===== src/rtl/serial_shift_pkg.sv =====
// Shared types for the serial shift unit: sequencer state encoding and shift direction codes.
// Pure declarations; no logic, no latency, no flow control.
package serial_shift_pkg;

  typedef enum logic [1:0] {
    ST_IDLE = 2'd0,
    ST_LOAD = 2'd1,
    ST_DONE = 2'd2
  } state_t;

  localparam logic DIR_LEFT  = 1'b0;
  localparam logic DIR_RIGHT = 1'b1;

endpackage


===== src/rtl/serial_shift_unit_if.sv =====
// Command/data bundle of the serial shift unit; master issues commands, slave owns q and status.
// No handshake: every command is sampled on the next rising clk edge, busy flags ignored commands.
interface serial_shift_unit_if #(
  parameter int WIDTH = 8
);
  logic             clr;
  logic             start;
  logic             par_load;
  logic             shift_en;
  logic             dir;
  logic             extend;
  logic             serial_in;
  logic [WIDTH-1:0] data_in;
  logic [WIDTH-1:0] q;
  logic             serial_out;
  logic             busy;
  logic             done;

  modport master (
    output clr, start, par_load, shift_en, dir, extend, serial_in, data_in,
    input  q, serial_out, busy, done
  );

  modport slave (
    input  clr, start, par_load, shift_en, dir, extend, serial_in, data_in,
    output q, serial_out, busy, done
  );
endinterface


===== src/rtl/load_seq_ctrl.sv =====
// Serial-load sequencer: IDLE/LOAD/DONE FSM plus bit counter; busy/done decoded from state.
// One bit per cycle for WIDTH cycles after start; start/par_load are ignored while loading.
module load_seq_ctrl
  import serial_shift_pkg::*;
#(
  parameter int WIDTH = 8,
  parameter int CNT_W = $clog2(WIDTH)
) (
  input  logic             clk,
  input  logic             rst,
  input  logic             clr,
  input  logic             start,
  input  logic             par_load,
  output logic             busy,
  output logic             done,
  output logic             load_active,
  output logic [CNT_W-1:0] bit_idx
);

  localparam logic [CNT_W-1:0] CNT_LAST = CNT_W'(WIDTH - 1);

  state_t           state, state_nxt;
  logic [CNT_W-1:0] cnt, cnt_nxt;

  always_ff @(posedge clk) begin
    if (rst) begin
      state <= ST_IDLE;
      cnt   <= '0;
    end else begin
      state <= state_nxt;
      cnt   <= cnt_nxt;
    end
  end

  always_comb begin
    state_nxt = state;
    cnt_nxt   = cnt;
    if (clr) begin
      state_nxt = ST_IDLE;
      cnt_nxt   = '0;
    end else begin
      unique case (state)
        ST_IDLE, ST_DONE: begin
          // par_load outranks start; DONE always falls back to IDLE otherwise
          if (!par_load && start) begin
            state_nxt = ST_LOAD;
            cnt_nxt   = '0;
          end else begin
            state_nxt = ST_IDLE;
          end
        end
        ST_LOAD: begin
          if (cnt == CNT_LAST) begin
            state_nxt = ST_DONE;
          end else begin
            cnt_nxt = cnt + 1'b1;
          end
        end
        default: begin
          state_nxt = ST_IDLE;
          cnt_nxt   = '0;
        end
      endcase
    end
  end

  assign busy        = (state == ST_LOAD);
  assign done        = (state == ST_DONE);
  assign load_active = (state == ST_LOAD);
  assign bit_idx     = cnt;

endmodule


===== src/rtl/serial_shift_unit.sv =====
// Operand/accumulator register: serial load (MSB- or LSB-first), parallel load, shifts with fill/sign-extend.
// Parallel load and shifts take 1 cycle; serial load takes WIDTH cycles after start, commands ignored meanwhile.
module serial_shift_unit
  import serial_shift_pkg::*;
#(
  parameter int WIDTH     = 8,
  parameter bit MSB_FIRST = 1'b1
) (
  input  logic                clk,
  input  logic                rst,
  serial_shift_unit_if.slave  bus
);

  localparam int CNT_W = $clog2(WIDTH);

  logic [WIDTH-1:0] q_r;
  logic [WIDTH-1:0] shadow;
  logic             load_active;
  logic [CNT_W-1:0] bit_idx;
  logic [CNT_W-1:0] sel_idx;
  logic             load_bit;
  logic             right_fill;

  load_seq_ctrl #(
    .WIDTH (WIDTH),
    .CNT_W (CNT_W)
  ) u_ctrl (
    .clk         (clk),
    .rst         (rst),
    .clr         (bus.clr),
    .start       (bus.start),
    .par_load    (bus.par_load),
    .busy        (bus.busy),
    .done        (bus.done),
    .load_active (load_active),
    .bit_idx     (bit_idx)
  );

  // MSB-first walks the shadow word from the top, LSB-first from the bottom
  assign sel_idx    = MSB_FIRST ? (CNT_W'(WIDTH - 1) - bit_idx) : bit_idx;
  assign load_bit   = shadow[sel_idx];
  assign right_fill = bus.extend ? q_r[WIDTH-1] : bus.serial_in;

  always_ff @(posedge clk) begin
    if (rst) begin
      q_r    <= '0;
      shadow <= '0;
    end else if (bus.clr) begin
      q_r <= '0;
    end else if (load_active) begin
      if (MSB_FIRST) begin
        q_r <= {q_r[WIDTH-2:0], load_bit};
      end else begin
        q_r <= {load_bit, q_r[WIDTH-1:1]};
      end
    end else if (bus.par_load) begin
      q_r <= bus.data_in;
    end else if (bus.start) begin
      shadow <= bus.data_in;
      q_r    <= '0;
    end else if (bus.shift_en) begin
      if (bus.dir == DIR_RIGHT) begin
        q_r <= {right_fill, q_r[WIDTH-1:1]};
      end else begin
        q_r <= {q_r[WIDTH-2:0], bus.serial_in};
      end
    end
  end

  assign bus.q          = q_r;
  assign bus.serial_out = (bus.dir == DIR_LEFT) ? q_r[WIDTH-1] : q_r[0];

endmodule

===== src/flat_wrapper.sv =====
// flat-port wrapper written by rule: the top's interface ports become plain ports
module serial_shift_unit_flat import serial_shift_pkg::*;
#(
  parameter int WIDTH     = 8,
  parameter bit MSB_FIRST = 1'b1
)
  (clk, rst, bus_clr, bus_start, bus_par_load, bus_shift_en, bus_dir, bus_extend, bus_serial_in, bus_data_in, bus_q, bus_serial_out, bus_busy, bus_done);
  serial_shift_unit_if #(.WIDTH(WIDTH)) bus_i ();
  input  logic clk;
  input  logic rst;
  input wire logic [$bits(bus_i.clr)-1:0] bus_clr;
  input wire logic [$bits(bus_i.start)-1:0] bus_start;
  input wire logic [$bits(bus_i.par_load)-1:0] bus_par_load;
  input wire logic [$bits(bus_i.shift_en)-1:0] bus_shift_en;
  input wire logic [$bits(bus_i.dir)-1:0] bus_dir;
  input wire logic [$bits(bus_i.extend)-1:0] bus_extend;
  input wire logic [$bits(bus_i.serial_in)-1:0] bus_serial_in;
  input wire logic [$bits(bus_i.data_in)-1:0] bus_data_in;
  output wire logic [$bits(bus_i.q)-1:0] bus_q;
  output wire logic [$bits(bus_i.serial_out)-1:0] bus_serial_out;
  output wire logic [$bits(bus_i.busy)-1:0] bus_busy;
  output wire logic [$bits(bus_i.done)-1:0] bus_done;
  assign bus_i.clr = bus_clr;
  assign bus_i.start = bus_start;
  assign bus_i.par_load = bus_par_load;
  assign bus_i.shift_en = bus_shift_en;
  assign bus_i.dir = bus_dir;
  assign bus_i.extend = bus_extend;
  assign bus_i.serial_in = bus_serial_in;
  assign bus_i.data_in = bus_data_in;
  assign bus_q = bus_i.q;
  assign bus_serial_out = bus_i.serial_out;
  assign bus_busy = bus_i.busy;
  assign bus_done = bus_i.done;
  serial_shift_unit #(.WIDTH(WIDTH), .MSB_FIRST(MSB_FIRST)) u_core (.clk(clk), .rst(rst), .bus(bus_i));
endmodule

===== config.mk =====
export PLATFORM = sky130hd
export DESIGN_NAME = serial_shift_unit_flat
export DESIGN_NICKNAME = d
export VERILOG_FILES = /design/src/rtl/serial_shift_pkg.sv /design/src/rtl/serial_shift_unit_if.sv /design/src/rtl/load_seq_ctrl.sv /design/src/rtl/serial_shift_unit.sv /design/src/flat_wrapper.sv
export SDC_FILE = /design/constraint.sdc
export NUM_CORES = 1
export LEC_CHECK = 0
export BUFFER_PORTS_ARGS = -buffer_cell sky130_fd_sc_hd__buf_4
export CORE_MARGIN = 3
export CORE_UTILIZATION = 25
export DETAILED_ROUTE_END_ITERATION = 6
export HOLD_SLACK_MARGIN = 0.15
export PLACE_DENSITY = 0.43
export REMOVE_ABC_BUFFERS = 1
export SLEW_MARGIN = 10
export SYNTH_ARGS = -nofsm -noshare
export SYNTH_HDL_FRONTEND = slang
export SYNTH_SLANG_ARGS = --single-unit

===== constraint.sdc =====
create_clock -name clk -period 1.61 [get_ports clk]
set_input_delay 0.161 -clock clk [delete_from_list [all_inputs] [get_ports clk]]
set_output_delay 0.161 -clock clk [all_outputs]
set_load 0.01 [all_outputs]

==> out/qor.txt <==
result of the run: finished clean
via count: 952
most common library cell in the layout ignoring fill and taps: buf_4
share of the core filled with cells in the final layout: 36.04%
Post-Route Setup TNS: 0 ps
Highest Clock Rate: 0.6814 GHz
worst-margin pin slew: 742.2 ps
DRT Pass-1 Iters: 4
core area: 3826 sq um
Yosys top cell area share: 40.38%
non-filler cells in the finished layout: 194
share of post-route cells with drive strength above 1: 28.08%
#FFs+latches synth: 21
PwrDens: 780.3 nW/um^2
worst flop-to-flop path endpoint: u_core.bus.q[4]$_SDFFE_PP0P_
residual antenna-violating net count after detailed routing: 0
top-level port count: 28
total CTS buffers: 3
dominant synthesized flop cell: dfxtp_1
headroom to the max-slew limit: 50.10%
die width: 70.53 microns
number of endpoints with negative hold slack in the final report: 0
Startpoint Class: flip-flop
antenna cells: 0
post-detailed-placement half-perimeter wirelength: 2.195 mm
Wirelength per Cell: 14.45 microns
proportion of synthesized flip-flops having asynchronous set or reset: 0%
number of placed cells counting well taps: 186
final net count: 166
vias per cell: 4.907
post-synth design cell area: 1041 sq um
top post-synthesis cells by area: dfxtp_1, mux2i_1, a221oi_1, nor2_1, a21oi_1
Layout Area Growth over Synthesis: 32.45%
count of buffers inserted at the top-level ports: 27
arrival time at the worst endpoint: 1610 ps
area of all placed cells without fillers: 1379 sq um
library cell with the largest summed area after synthesis: dfxtp_1
maximum number of pins on one net before global-route repair: 13
worst hold start: bus_data_in[5]
Finish-stage setup viols: 0
most used cells in the layout excluding fill and tap cells: buf_4, dfxtp_1, nor2_1, mux2i_1
Final Max Tran Viols: 0
std cell rows: 22
count of warnings emitted by yosys: 0
worst hold path type: in -> reg
starting utilization of the core area: 27.21%
sink of the worst hold path: u_core.shadow[5]$_SDFFE_PP0P_
clock root buffer master: clkbuf_8
clock tree skew after final layout: 0.4863 ps
portion of the post-synthesis area used by sequential elements: 40.38%
cell count after synthesis: 115
# H-tree levels: 1
overall routing resource usage: 11.54%
CP Class: reg -> reg
worst r2r path cells: 5
RePlAce Congestion: 0.7865
antenna violations before repair: 0
number of enable flip-flop cells after synthesis: 0
clock-pin transition on the worst setup and hold timing paths: 80 ps
area of placed instances: 1287 sq um
maximum clock insertion buffer count: 2
static leakage: 0.6110 nW
TritonCTS clock tree: yes
die outline height: 70.53 microns
Final Critical Period: 1468 ps
setup repair after global routing missed its margin: false
worst skew pair latency: 260 ps
residual DRC count: 0
origin of the critical flop-to-flop path: u_core.u_ctrl.state[0]$_SDFFE_PP0P_
crit path launch: u_core.u_ctrl.state[0]$_SDFFE_PP0P_
critical path endpoint category: flip-flop
aggregate routed wire length: 2.804 mm
number of clock sinks: 21
total die area: 4974 sq um
peak supply drop: 0.6301 mV
total of fill cells in the finished design: 410
number of global-route vias before repair: 984
mean area per synthesized cell: 9.052 sq um
Cell variety after synth: 31
max cap viols: 0
DR iter-0 viols: 44
reg-to-reg slack, setup: 140 ps
Worst Path Max Fanout: 7
Period Utilization, post-route: 91.15%
Hold Slack: 150.9 ps
worst hold stages: 3
required time of the critical path: 1750 ps
first-pass GRT wire length: 4.671 mm
grt ovf: 0
post-CTS setup buffer count: 0
## cell type report
type                       instances  area (sq um)  area share (%)
clock buffer                       3         41.29           2.995
clock inverter                     1         5.005          0.3630
inverter                           2         10.01          0.7260
multi-input combinational         85         576.8           41.83
sequential                        21         420.4           30.49
tap                               48         60.06           4.356
timing repair buffer              34         265.3           19.24
## power by group
part / internal, mW / leakage [nW] / switching [mW]
combinational: 0.0897 / 0.415 / 0.0830
clock: 0.172 / 0.0255 / 0.181
sequential: 0.535 / 0.171 / 0.0139
## cell usage after synthesis, drive strengths merged, types with 3 or more instances
cell / count
nor2: 17
nand2b: 3
dfxtp: 21
nand2: 9
o21ai: 7
a21oi: 9
mux2i: 10
buf: 3
clkbuf: 4
a221oi: 8
## per-stage QoR
step,setup slack [ps],power [mW]
after global placement,142.6,0.7263
after floorplan,106.6,0.6382
after detailed placement,121.7,0.7265
after CTS,106.0,1.090
final,142.4,1.076
after global routing,20.64,1.131
## worst max-delay path, cell delays in order, from the launching register on
cell      delay [ps]
dfxtp_1          380
nand2b_1         120
buf_4            180
and2_1           220
a221oi_1         330
a21oi_1          110
## timing repair
| action | CTS | global route |
|---|---|---|
| gates resized for setup | 0 | 1 |
| endpoints found under the hold margin | 8 | 0 |
| hold buffers | 4 | 0 |
| endpoints found under the setup margin | 0 | 2 |
## routing by layer
layer  vias up  routed length [microns]  GRT usage, %
met4         0                       17         2.505
met5         -                        0             0
met3         2                      162         3.551
met2        26                     1276         18.92
li1        482                        -             -
met1       442                     1348         15.03
## cells by family after synthesis
group,count (synthesis),share of synthesized area [%]
AND/OR/NAND/NOR,39,17.79
AO/OA/AOI/OAI,31,19.71
flip-flops,21,40.38
multiplexers,13,15.02
buffers and inverters,9,4.687
adder cells (fa/ha/maj),2,2.403
## worst max path at each step
| stage | slack [ps] | to | cells past startpoint |
|---|---|---|---|
| floorplan | 110 | u_core.shadow[0]$_SDFFE_PP0P_ | 5 |
| global placement | 140 | u_core.shadow[0]$_SDFFE_PP0P_ | 5 |
| detailed placement | 120 | u_core.shadow[0]$_SDFFE_PP0P_ | 5 |
| CTS | 110 | u_core.shadow[0]$_SDFFE_PP0P_ | 5 |
| global route | 20 | u_core.bus.q[3]$_SDFFE_PP0P_ | 5 |
| finish | 140 | u_core.bus.q[4]$_SDFFE_PP0P_ | 5 |
## state kept, by name (all words and copies together) (netlist names)
name	cells
u_core.shadow	8
u_core.u_ctrl.bit_idx	3
u_core.u_ctrl.state	2
u_core.bus.q	8
(Power assumes the default switching activity.)
